<file path="config.mk">
export PLATFORM = sky130hd
export DESIGN_NAME = add_sub_pipe
export DESIGN_NICKNAME = d
export VERILOG_FILES = /design/src/rtl/add_sub_pipe.sv
export SDC_FILE = /design/constraint.sdc
export NUM_CORES = 1
export LEC_CHECK = 0
export CAP_MARGIN = 20
export CORE_MARGIN = 2
export CORE_UTILIZATION = 53
export CTS_CLUSTER_SIZE = 28
export DETAILED_ROUTE_END_ITERATION = 12
export PLACE_DENSITY = 0.77
export SLEW_MARGIN = 15
export SYNTH_ARGS = -nofsm -noshare
export SYNTH_HDL_FRONTEND = slang
export SYNTH_SLANG_ARGS = --single-unit
</file>
<file path="constraint.sdc">
create_clock -name clk -period 5.3 [get_ports clk]
set_input_delay 1.06 -clock clk [delete_from_list [all_inputs] [get_ports clk]]
set_output_delay 1.06 -clock clk [all_outputs]
set_load 0.01 [all_outputs]
</file>
<file path="src/rtl/add_sub_pipe.sv">
// ---------------------------------------------------------------------------
// add_sub_pipe
//
// A pipelined adder/subtractor that uses a valid/ready handshake. The operand
// word is divided into STAGES chunks of CW = WIDTH/STAGES bits. Each pipeline
// rank resolves the carry chain of one chunk. This keeps the critical path at
// one CW-bit adder, whatever the value of WIDTH.
//
// Ports
//   clk        sole clock, rising edge
//   rst        synchronous, active-high reset (clears control and data)
//   in_valid   operand beat present
//   in_ready   block accepts a beat this cycle (= advance && !rst)
//   a, b       operands, WIDTH bits
//   do_sub     0: s = a + b, 1: s = a - b
//   out_valid  result beat present
//   out_ready  downstream takes the result this cycle
//   s          result modulo 2^WIDTH
//   c          carry out of the MSB (for subtract, 1 = no borrow)
//   v          signed two's-complement overflow
//   z          s == 0
//   n          s[WIDTH-1]
// ---------------------------------------------------------------------------
module add_sub_pipe #(
    parameter int WIDTH  = 32,
    parameter int STAGES = 4
) (
    input  logic             clk,
    input  logic             rst,
    input  logic             in_valid,
    output logic             in_ready,
    input  logic [WIDTH-1:0] a,
    input  logic [WIDTH-1:0] b,
    input  logic             do_sub,
    output logic             out_valid,
    input  logic             out_ready,
    output logic [WIDTH-1:0] s,
    output logic             c,
    output logic             v,
    output logic             z,
    output logic             n
);

    localparam int CW  = WIDTH / STAGES;
    localparam int L   = STAGES - 1;
    // Ranks 0..STAGES-2 carry the not-yet-added upper operand bits forward.
    // The last rank has no further chunks, so it needs no operand storage.
    localparam int OPN = (STAGES > 1) ? STAGES - 1 : 1;

    if ((STAGES < 1) || (STAGES > WIDTH) || ((WIDTH % STAGES) != 0)) begin : g_bad_cfg
        $error("add_sub_pipe: WIDTH must be a multiple of STAGES, 1 <= STAGES <= WIDTH");
    end

    logic             w_en;
    logic [WIDTH-1:0] w_bx;
    logic [CW:0]      w_chunk [STAGES];
    logic [WIDTH-1:0] w_resn  [STAGES];

    logic [STAGES-1:0] r_vld;
    logic [STAGES-1:0] r_cy;
    logic [STAGES-1:0] r_zf;
    logic [STAGES-1:0] r_amsb;
    logic [STAGES-1:0] r_bmsb;
    logic [WIDTH-1:0]  r_res [STAGES];
    // r_a[k] / r_b[k] hold the operands shifted right by (k+1)*CW. The next
    // rank's chunk is therefore always the low CW bits.
    logic [WIDTH-1:0]  r_a [OPN];
    logic [WIDTH-1:0]  r_b [OPN];

    // Every rank either shifts together or holds together. Bubbles are not
    // collapsed, so the stall signal is a single gate from out_ready.
    assign w_en     = !r_vld[L] || out_ready;
    assign in_ready = w_en && !rst;

    // Subtraction is computed as a + ~b + 1 in a single chain. This keeps c
    // correct when b == 0.
    assign w_bx = b ^ {WIDTH{do_sub}};

    for (genvar g = 0; g < STAGES; g++) begin : g_rank
        if (g == 0) begin : g_first
            assign w_chunk[0] = {1'b0, a[CW-1:0]} + {1'b0, w_bx[CW-1:0]}
                              + {{CW{1'b0}}, do_sub};
            assign w_resn[0]  = WIDTH'(w_chunk[0][CW-1:0]);
        end else begin : g_next
            assign w_chunk[g] = {1'b0, r_a[g-1][CW-1:0]} + {1'b0, r_b[g-1][CW-1:0]}
                              + {{CW{1'b0}}, r_cy[g-1]};
            // The result chunks above rank g-1 are still zero, so OR-ing
            // inserts the new chunk.
            assign w_resn[g]  = r_res[g-1] | (WIDTH'(w_chunk[g][CW-1:0]) << (g * CW));
        end
    end

    always_ff @(posedge clk) begin
        if (rst) begin
            r_vld  <= '0;
            r_cy   <= '0;
            r_zf   <= '0;
            r_amsb <= '0;
            r_bmsb <= '0;
            for (int k = 0; k < STAGES; k++) begin
                r_res[k] <= '0;
            end
            for (int k = 0; k < OPN; k++) begin
                r_a[k] <= '0;
                r_b[k] <= '0;
            end
        end else if (w_en) begin
            // rank 0: load from the ports and resolve chunk 0
            r_vld[0]  <= in_valid;
            r_res[0]  <= w_resn[0];
            r_cy[0]   <= w_chunk[0][CW];
            r_zf[0]   <= (w_chunk[0][CW-1:0] == '0);
            r_amsb[0] <= a[WIDTH-1];
            r_bmsb[0] <= w_bx[WIDTH-1];
            r_a[0]    <= a >> CW;
            r_b[0]    <= w_bx >> CW;
            // rank k: resolve chunk k using the carry from rank k-1
            for (int k = 1; k < STAGES; k++) begin
                r_vld[k]  <= r_vld[k-1];
                r_res[k]  <= w_resn[k];
                r_cy[k]   <= w_chunk[k][CW];
                r_zf[k]   <= r_zf[k-1] && (w_chunk[k][CW-1:0] == '0);
                r_amsb[k] <= r_amsb[k-1];
                r_bmsb[k] <= r_bmsb[k-1];
            end
            for (int k = 1; k < OPN; k++) begin
                r_a[k] <= r_a[k-1] >> CW;
                r_b[k] <= r_b[k-1] >> CW;
            end
        end
    end

    // last rank drives the outputs
    assign out_valid = r_vld[L];
    assign s         = r_res[L];
    assign c         = r_cy[L];
    assign z         = r_zf[L];
    assign n         = r_res[L][WIDTH-1];
    assign v         = (r_amsb[L] == r_bmsb[L]) && (r_res[L][WIDTH-1] != r_amsb[L]);

endmodule

</file>
== Word-level counts from Yosys, hierarchy flattened ==
Memory sizes are Yosys's and may differ from the RTL's.
Index checks and enable logic that the tools add are counted.
Storage, ports and cells
  register bits after elaboration: 20
  memory bits (writable): 272
  bits of input ports: 69
  output and inout port bits: 38
  memories kept: 3
Operators by class
  add/subtract/negate cells: 8
  equal/unequal tests: 2
  mux-type cells: 15
  bitwise logic cells: 14
  reduce and logical (&&, ||, !) cells: 12
Memory list
  r_res: words 4, width 32, read ports 4, clocked after memory_dff 0, write ports 4, line 64  | logic [WIDTH-1:0] r_res [STAGES];
  r_a: words 3, width 24, read ports 3, clocked after memory_dff 0, write ports 3, line 67  | logic [WIDTH-1:0] r_a [OPN];
  r_b: words 3, width 24, read ports 3, clocked after memory_dff 0, write ports 3, line 68  | logic [WIDTH-1:0] r_b [OPN];
Operator list (number)
  two-way mux 24 bit: 6
  two-way mux 32 bit: 4
  adder 8 x 8 -> 9 bit: 4
  adder 9 x 1 -> 9 bit: 4
  logical NOT 8 bit: 4
  bitwise OR 32 x 16 -> 32 bit: 1
  bitwise OR 32 x 24 -> 32 bit: 1
  bitwise OR 32 bit: 1
  XOR 32 bit: 1
  bitwise OR 1 bit: 10
  logical AND 1 bit: 5
  two-way mux 1 bit: 5
  logical NOT 1 bit: 2
  == test 1 bit: 1
  logical OR 1 bit: 1
  inequality test 1 bit: 1

== Logic depth before layout (Yosys ltp) ==
Gate-level depths: netlist (run 1).
  depth after elaboration: 6
  mapped depth: 9
  gate-level depth less buffers: 7

== Least setup slack after synthesis (run 1) ==
Ideal clock, no wire load.
  kind: input port to flip-flop
  from: input out_ready
  to: memory r_a[0][0] in the netlist's numbering (enable)
  arrival: 3.641 ns
  path slack: 1.208 ns
  cell stages on the path: 5
  buffers on the path: 2
  cell sequence: nand2b_1 -> clkbuf_1 -> nor2_1 -> clkbuf_1 -> inv_2
RTL lines
  from (decl): line 36  | input logic out_ready,
  to (decl): line 67

== Worst setup path after layout (run 1) ==
  from: input out_ready
  to: output in_ready
Between the ends
  cells in the longest elaborated chain, start to end: 2
Ends and longest elaborated chain
  logical OR 1 bit: line 72  | assign w_en = !r_vld[L] || out_ready;
  logical AND 1 bit: line 73  | assign in_ready = w_en && !rst;
  to (decl): line 31  | output logic in_ready,
Every way passes these cells.

==> metrics.md, run 1 <==
| Metric | Value |
|---|---|
| Synth async-reset ratio | 0% |
| Worst Setup EP | in_ready |
| Post-Syn Instances | around 670 |
| Clock share of power | 35.9% |
| Netlist cell types | 49 |
| Synth top area share | 60.0% |
| Pin count of the biggest net entering global routing | 129 |
| FF-to-FF Start | r_b[0][0] |
| Sequential-to-total area share from yosys stat | between 60 and 70% |
| Top post-synthesis cells by area | edfxtp_1 60%, and3_1 9.2%, dfxtp_1 4.5% |
| Max frequency | ~280 MHz |
| FF+latch count, synth | 196 |
| Crit path arrival time | 2.56 ns |
| Remaining antenna violation count after routing | 0 |
| Switching part of the total power | 23.2% |
| DP Wirelength | slightly below 10000 µm |
| Critical R2R Capture | r_zf[1] |
| Element type at the critical path end | primary output |
| Vias post-DR | 5458 |
| Max-slew headroom | 33.0% |
| Design area | 10600 µm² |
| DRC violations left | 0 |
| Max clock buf depth | 2 |
| Area of the mapped netlist | between 8000 and 9000 µm² |
| Period utilization | 68.4% |
| Global-route wire length before repair | 25300 µm |
| TritonCTS Sinks | just under 200 |
| Starting Density | 53.7% |
| Vias in the first global route | 5146 |
| Post-CTS sizing | 0 |
| Layout overhead on the synthesized area | 20.5% |
| Syn_nets | 776 |
| Internal power | around 2.7 mW |
| Main synth FF type | edfxtp_1 |
| Die area | between 15000 and 20000 µm² |
| Clock skew | 0.0122 ns |
| FP Rows | 47 |
| Worst Path Max Fanout | 15 |
| Hold buffers post-CTS | 0 |
| Setup-failing EPs final | 0 |
| Final hold violations | 0 |
| Finished Layout Cells | 993 |
| HP Class | reg -> reg |
| Total CTS buffers | 17 |
| Fin util | 64.7% |
| Iter 0 DRT Violations | 500 |
| Post-place setup slack | 1.46 ns |
| Post-synth top area cell | edfxtp_1 |
| Die width | 133 µm |
| WS Path Type | in -> out |
| P_sw | 0.801 mW |
| Nets | 864 |
| Critical Path Max Stage Delay | 0.60 ns |
| Worst Path Required | around 4.2 ns |
| Reg2Reg Setup Slack | 2.75 ns |
| Status | complete, no violations |
| Pre-antenna DRT Iters | 6 |
| IO buf count | ~110 |
| Setup_tns | 0 ns |
| EDFF count, synth | 176 |
| Fillers | 1159 |
| Max-Cap Viols | 0 |
| Worst-Margin Slew | 1.00 ns |
| Synth cell count leaders | 176 x edfxtp_1, 130 x and3_1, 60 x nor2_1, 40 x clkbuf_1, 34 x xnor2_1 |
| Reg2Reg Depth | 7 |
| GR Overflow Total | 0 |
| Mean number of vias per cell | between 5 and 6 |
| Sequential power share | 52.8% |
| Clk slew on worst S/H paths | 0.07 ns |
| Crit path from | out_ready |
| Dpl cell area | 10000 µm² |
| Pleak | ~4.6 nW |
| Yosys warnings | 0 |
| Slowest CP cell | clkdlybuf4s50_1 |
| Startpoint types | input port |
| Pwr dens | 325 nW/µm² |
| Worst-path cell chain | clkdlybuf4s50_1, nand2b_4, nand2_2, inv_2, clkdlybuf4s50_1 |
| Setup ws final | around 1.7 ns |
| RSZ-0062 raised after global routing | no |
| CP dominant cell by count | clkdlybuf4s50_1 |
| GRT Total Usage | a little under a fifth |
| # Post-CTS Setup Buffers | 0 |
| Routed WL | 15400 µm |
| CTS tree | yes |
| Antenna violations before repair | 0 |
| Share of cells above drive strength 1 | ~5.8% |
| Placed insts | approximately 960 |
| Antenna cells | 0 |
| Combinational fraction of design power | between 10% and 20% |
| Most frequent cell after synthesis | edfxtp_1 |
| Hold Startpoint | r_bmsb[0] |
| Core area | 16400 µm² |
| Fin crit period | between 3 and 4 ns |
| WL/cell | 15.5 µm |
| Final Wtd Congestion | 0.850 |
| Slew Limit Fails | 0 |
| Syn Area/Cell | 13.1 µm² |
| Die Ht | 133 µm |
| IO Pins | 107 |
| # H-tree levels | 4 |
| CTS root buffer | clkbuf_16 |
| Hold path depth | 1 |
| Maximum vdd drop | between 0.0003 and 0.0004 V |
| Clk_lat worst skew | 0.44 ns |
## through the flow
stage	power [mW]	hold slack, ns
2_1_floorplan	2.09	0.417
3_3_place_gp	2.22	0.436
3_5_place_dp	2.24	0.436
4_1_cts	3.47	0.459
5_1_grt	3.58	0.492
6_report	3.46	0.461
## final cells by class
cell class	instances	area (µm²)	share of cell area (%)
Sequential cell	196	5690	53.5
Multi-Input combinational cell	424	2940	27.6
Timing Repair Buffer	111	1110	10.4
Clock buffer	18	429	4.04
Tap cell	220	275	2.59
Clock inverter	14	148	1.39
Inverter	10	42.5	0.401
## sequential cells by signal, summed over array words and instances (netlist names)
| name | flops |
|---|---|
| r_res | 80 |
| r_cy | 4 |
| r_b | 48 |
| r_a | 48 |
| r_bmsb | 4 |
| r_amsb | 4 |
| r_vld | 4 |
| r_zf | 4 |
## how the worst min path moves through the flow
stage / endpoint / slack (ns)
2_1_floorplan: r_zf[0] / 0.42
3_3_place_gp: r_amsb[0] / 0.44
3_5_place_dp: r_vld[3] / 0.44
4_1_cts: r_vld[3] / 0.46
5_1_grt: r_bmsb[1] / 0.49
6_report: r_bmsb[0] / 0.46
## logic make-up (layout without fill, tap and decap cells)
group	count (synthesis)	in the layout	share of synthesized area (%)
AOI/OAI and AO/OA	86	86	6.74
xor gates and xnor gates	47	47	4.67
adders and majority gates	35	35	5.56
buffers and inverters	52	153	2.34
DFF	196	196	64.5
muxes	2	2	0.284
and+or+nand+nor	254	254	15.9
## power groups by stage
stage	clock network, mW	registers (mW)	logic [mW]
3_3_place_gp	0	1.85	0.366
2_1_floorplan	0	1.86	0.239
6_report	1.24	1.83	0.389
3_5_place_dp	0	1.86	0.383
5_1_grt	1.32	1.84	0.429
4_1_cts	1.26	1.83	0.386
## worst max-delay path, delay by kind of cell
kind	cells	cell delay, ns
buffers and inverters	3	1.30
and+or+nand+nor	2	0.20
## per-layer routing
metal  GRT usage [%]  up-vias  part of all wire, %
li1                -     2688                    -
met1            24.8     2564                   46
met2            28.0      176                   47
met3            4.37       30                  5.3
met4            8.00        0                  2.0
met5               0        -                    0
## layout by cell type (no fill, tap or decap), types with 4 or more instances in the layout
cell type / instances
a211oi_1: 8
a21o_1: 9
a21oi_1: 14
a22o_1: 9
and3_1: 130
buf_4: 4
clkbuf_16: 17
clkdlybuf4s50_1: 105
dfxtp_1: 20
edfxtp_1: 176
fa_1: 7
ha_1: 28
inv_1: 7
inv_6: 6
nand2_1: 14
nand3_1: 11
nand4_1: 7
nor2_1: 59
nor3_1: 6
nor3b_1: 5
o21a_1: 5
o21ai_0: 11
o21ai_1: 10
xnor2_1: 34
xor2_1: 13
Note: power is estimated with default switching activity, not from simulation.
==> run 2: changes to the inputs <==
==> constraint.sdc (replaced) <==
create_clock -name clk -period 3.8 [get_ports clk]
set_input_delay 0.76 -clock clk [delete_from_list [all_inputs] [get_ports clk]]
set_output_delay 0.76 -clock clk [all_outputs]
set_load 0.01 [all_outputs]
==> metrics.md, run 2 (synthesized netlist as in run 1, its figures left out) <==
| Metric | Value |
|---|---|
| Core area | 16400 µm² (unchanged) |
| Hold buffers post-CTS | 0 (unchanged) |
| Slew Limit Fails | 0 (unchanged) |
| Starting Density | 53.7% (unchanged) |
| Die width | 133 µm (unchanged) |
| Max clock buf depth | 2 (unchanged) |
| Clock skew | 0.00630 ns (-0.00587 ns) |
| IO Pins | 107 (unchanged) |
| Remaining antenna violation count after routing | 0 (unchanged) |
| Share of cells above drive strength 1 | 6.19% (+0.36 points) |
| Max-Cap Viols | 0 (unchanged) |
| Top flop regs | r_res: 80 flops, r_a: 48 flops, r_b: 48 flops |
| WL/cell | 15.2 µm (-2.3%) |
| DRC violations left | 0 (unchanged) |
| Startpoint types | input port |
| DP Wirelength | 9690 µm (-1.3%) |
| Fin crit period | 3.02 ns |
| Hold path depth | 2 (+1) |
| TritonCTS Sinks | 196 (unchanged) |
| Post-CTS sizing | 0 (unchanged) |
| Vias in the first global route | 5266 (+2.3%) |
| Setup-failing EPs final | 0 (unchanged) |
| Worst-Margin Slew | 1.01 ns (+0.00784 ns) |
| GRT Total Usage | 17.9% (-0.29 points) |
| Pin count of the biggest net entering global routing | 129 (unchanged) |
| IO buf count | 106 (unchanged) |
| Vias post-DR | 5417 (-0.75%) |
| Final hold violations | 0 (unchanged) |
| WS Path Type | in -> out |
| Maximum vdd drop | 0.000312 V (-1.1%) |
| Status | complete, no violations |
| Routed WL | 15100 µm (-2.0%) |
| Layout overhead on the synthesized area | 21.1% |
| # H-tree levels | 4 (unchanged) |
| Register name with the most flops | r_res |
| Commonest non-fill, non-tap cell in the layout | edfxtp_1 |
| Antenna cells | 0 (unchanged) |
| Number of flip-flops in the largest register | 80 (unchanged) |
| Clk_lat worst skew | 0.43 ns (about the same) |
| Worst Path Required | 3.04 ns (-1.20 ns) |
| HP Class | reg -> reg |
| FP Rows | 47 (unchanged) |
| Iter 0 DRT Violations | 423 (-15%) |
| Antenna violations before repair | 0 (unchanged) |
| CTS root buffer | clkbuf_16 |
| Crit path arrival time | 2.26 ns (-0.30 ns) |
| Finished Layout Cells | 996 (+0.30%) |
| Setup_tns | 0 ns (unchanged) |
| CTS tree | yes |
| Period utilization | 79.5% |
| Max frequency | 331 MHz |
| Die area | 17700 µm² (unchanged) |
| Max-slew headroom | 32.6% (-0.45 points) |
| Mean number of vias per cell | 5.44 (-1.1%) |
| RSZ-0062 raised after global routing | no |
| Most frequent cells in the layout | 176 x edfxtp_1, 130 x and3_1, 105 x clkdlybuf4s50_1, 59 x nor2_1, 34 x xnor2_1 |
| Element type at the critical path end | primary output |
| Fillers | 1164 (+0.43%) |
| Global-route wire length before repair | 25200 µm (-0.49%) |
| Pre-antenna DRT Iters | 4 (-2) |
| Pwr dens | 452 nW/µm² (+39%) |
| Total CTS buffers | 17 (unchanged) |
| Nets | 867 (+0.35%) |
| Placed insts | 964 (+0.31%) |
| Clk slew on worst S/H paths | 0.06 ns (about the same) |
| # Post-CTS Setup Buffers | 0 (unchanged) |
| Pleak | 4.66 nW (+0.57%) |
| Worst Path Max Fanout | 15 (unchanged) |
| Die Ht | 133 µm (unchanged) |
| GR Overflow Total | 0 (unchanged) |
| Final Wtd Congestion | 0.845 (-0.60%) |
| Reg2Reg Depth | 6 (-1) |
## run 2: critical path, stage by stage
cell and delay, ns:
clkdlybuf4s50_1 0.47, nand2b_4 0.13, nand2_2 0.06, inv_2 0.24
clkdlybuf4s50_1 0.60
## run 2: where the power goes
group          internal, mW  total (mW)  switching [mW]  leakage [nW]
clock network         0.973        1.74           0.765         0.276
registers              2.50        2.55          0.0438          2.25
logic                 0.276       0.543           0.266          2.14
total                  3.75        4.83            1.08          4.66
## run 2: per-layer routing
metal	vias to the layer above	part of all wire [%]	GRT usage [%]
met3	28	4.8	3.87
li1	2687	-	-
met1	2545	46	24.1
met5	-	0	0
met4	0	1.7	6.15
met2	157	48	28.9
## run 2: area by class of cell
class / count / area [µm²] / share of cell area (%)
inverters: 10 / 42.5 / 0.398
clock buffers: 17 / 425 / 3.98
flip-flops and latches: 196 / 5690 / 53.2
multi-input cells: 424 / 2940 / 27.5
clock inverters: 15 / 160 / 1.50
repair buffers: 114 / 1150 / 10.8
well taps: 220 / 275 / 2.58
## run 2: worst paths after layout
| kind | startpoint | to | slack, ns |
|---|---|---|---|
| setup / recovery | out_ready | in_ready | 0.78 |
| hold / removal | r_cy[3] | r_cy[3] | 0.45 |
| setup reg to reg | r_b[0][0] | r_zf[1] | 1.32 |
| hold reg to reg | r_cy[3] | r_cy[3] | 0.45 |
## run 2: per-stage QoR
step           setup slack, ns  hold slack (ns)  util, %  cell area, µm²  power, mW
5_1_grt                  0.702            0.486     65.1           10700       5.00
2_1_floorplan          0.00820            0.417        -            8810       2.92
3_5_place_dp             0.553            0.442     61.5           10100       3.13
6_report                 0.781            0.448     65.1           10700       4.83
4_1_cts                  0.767            0.451     65.1           10700       4.86
3_3_place_gp             0.622            0.433     61.5           10100       3.10
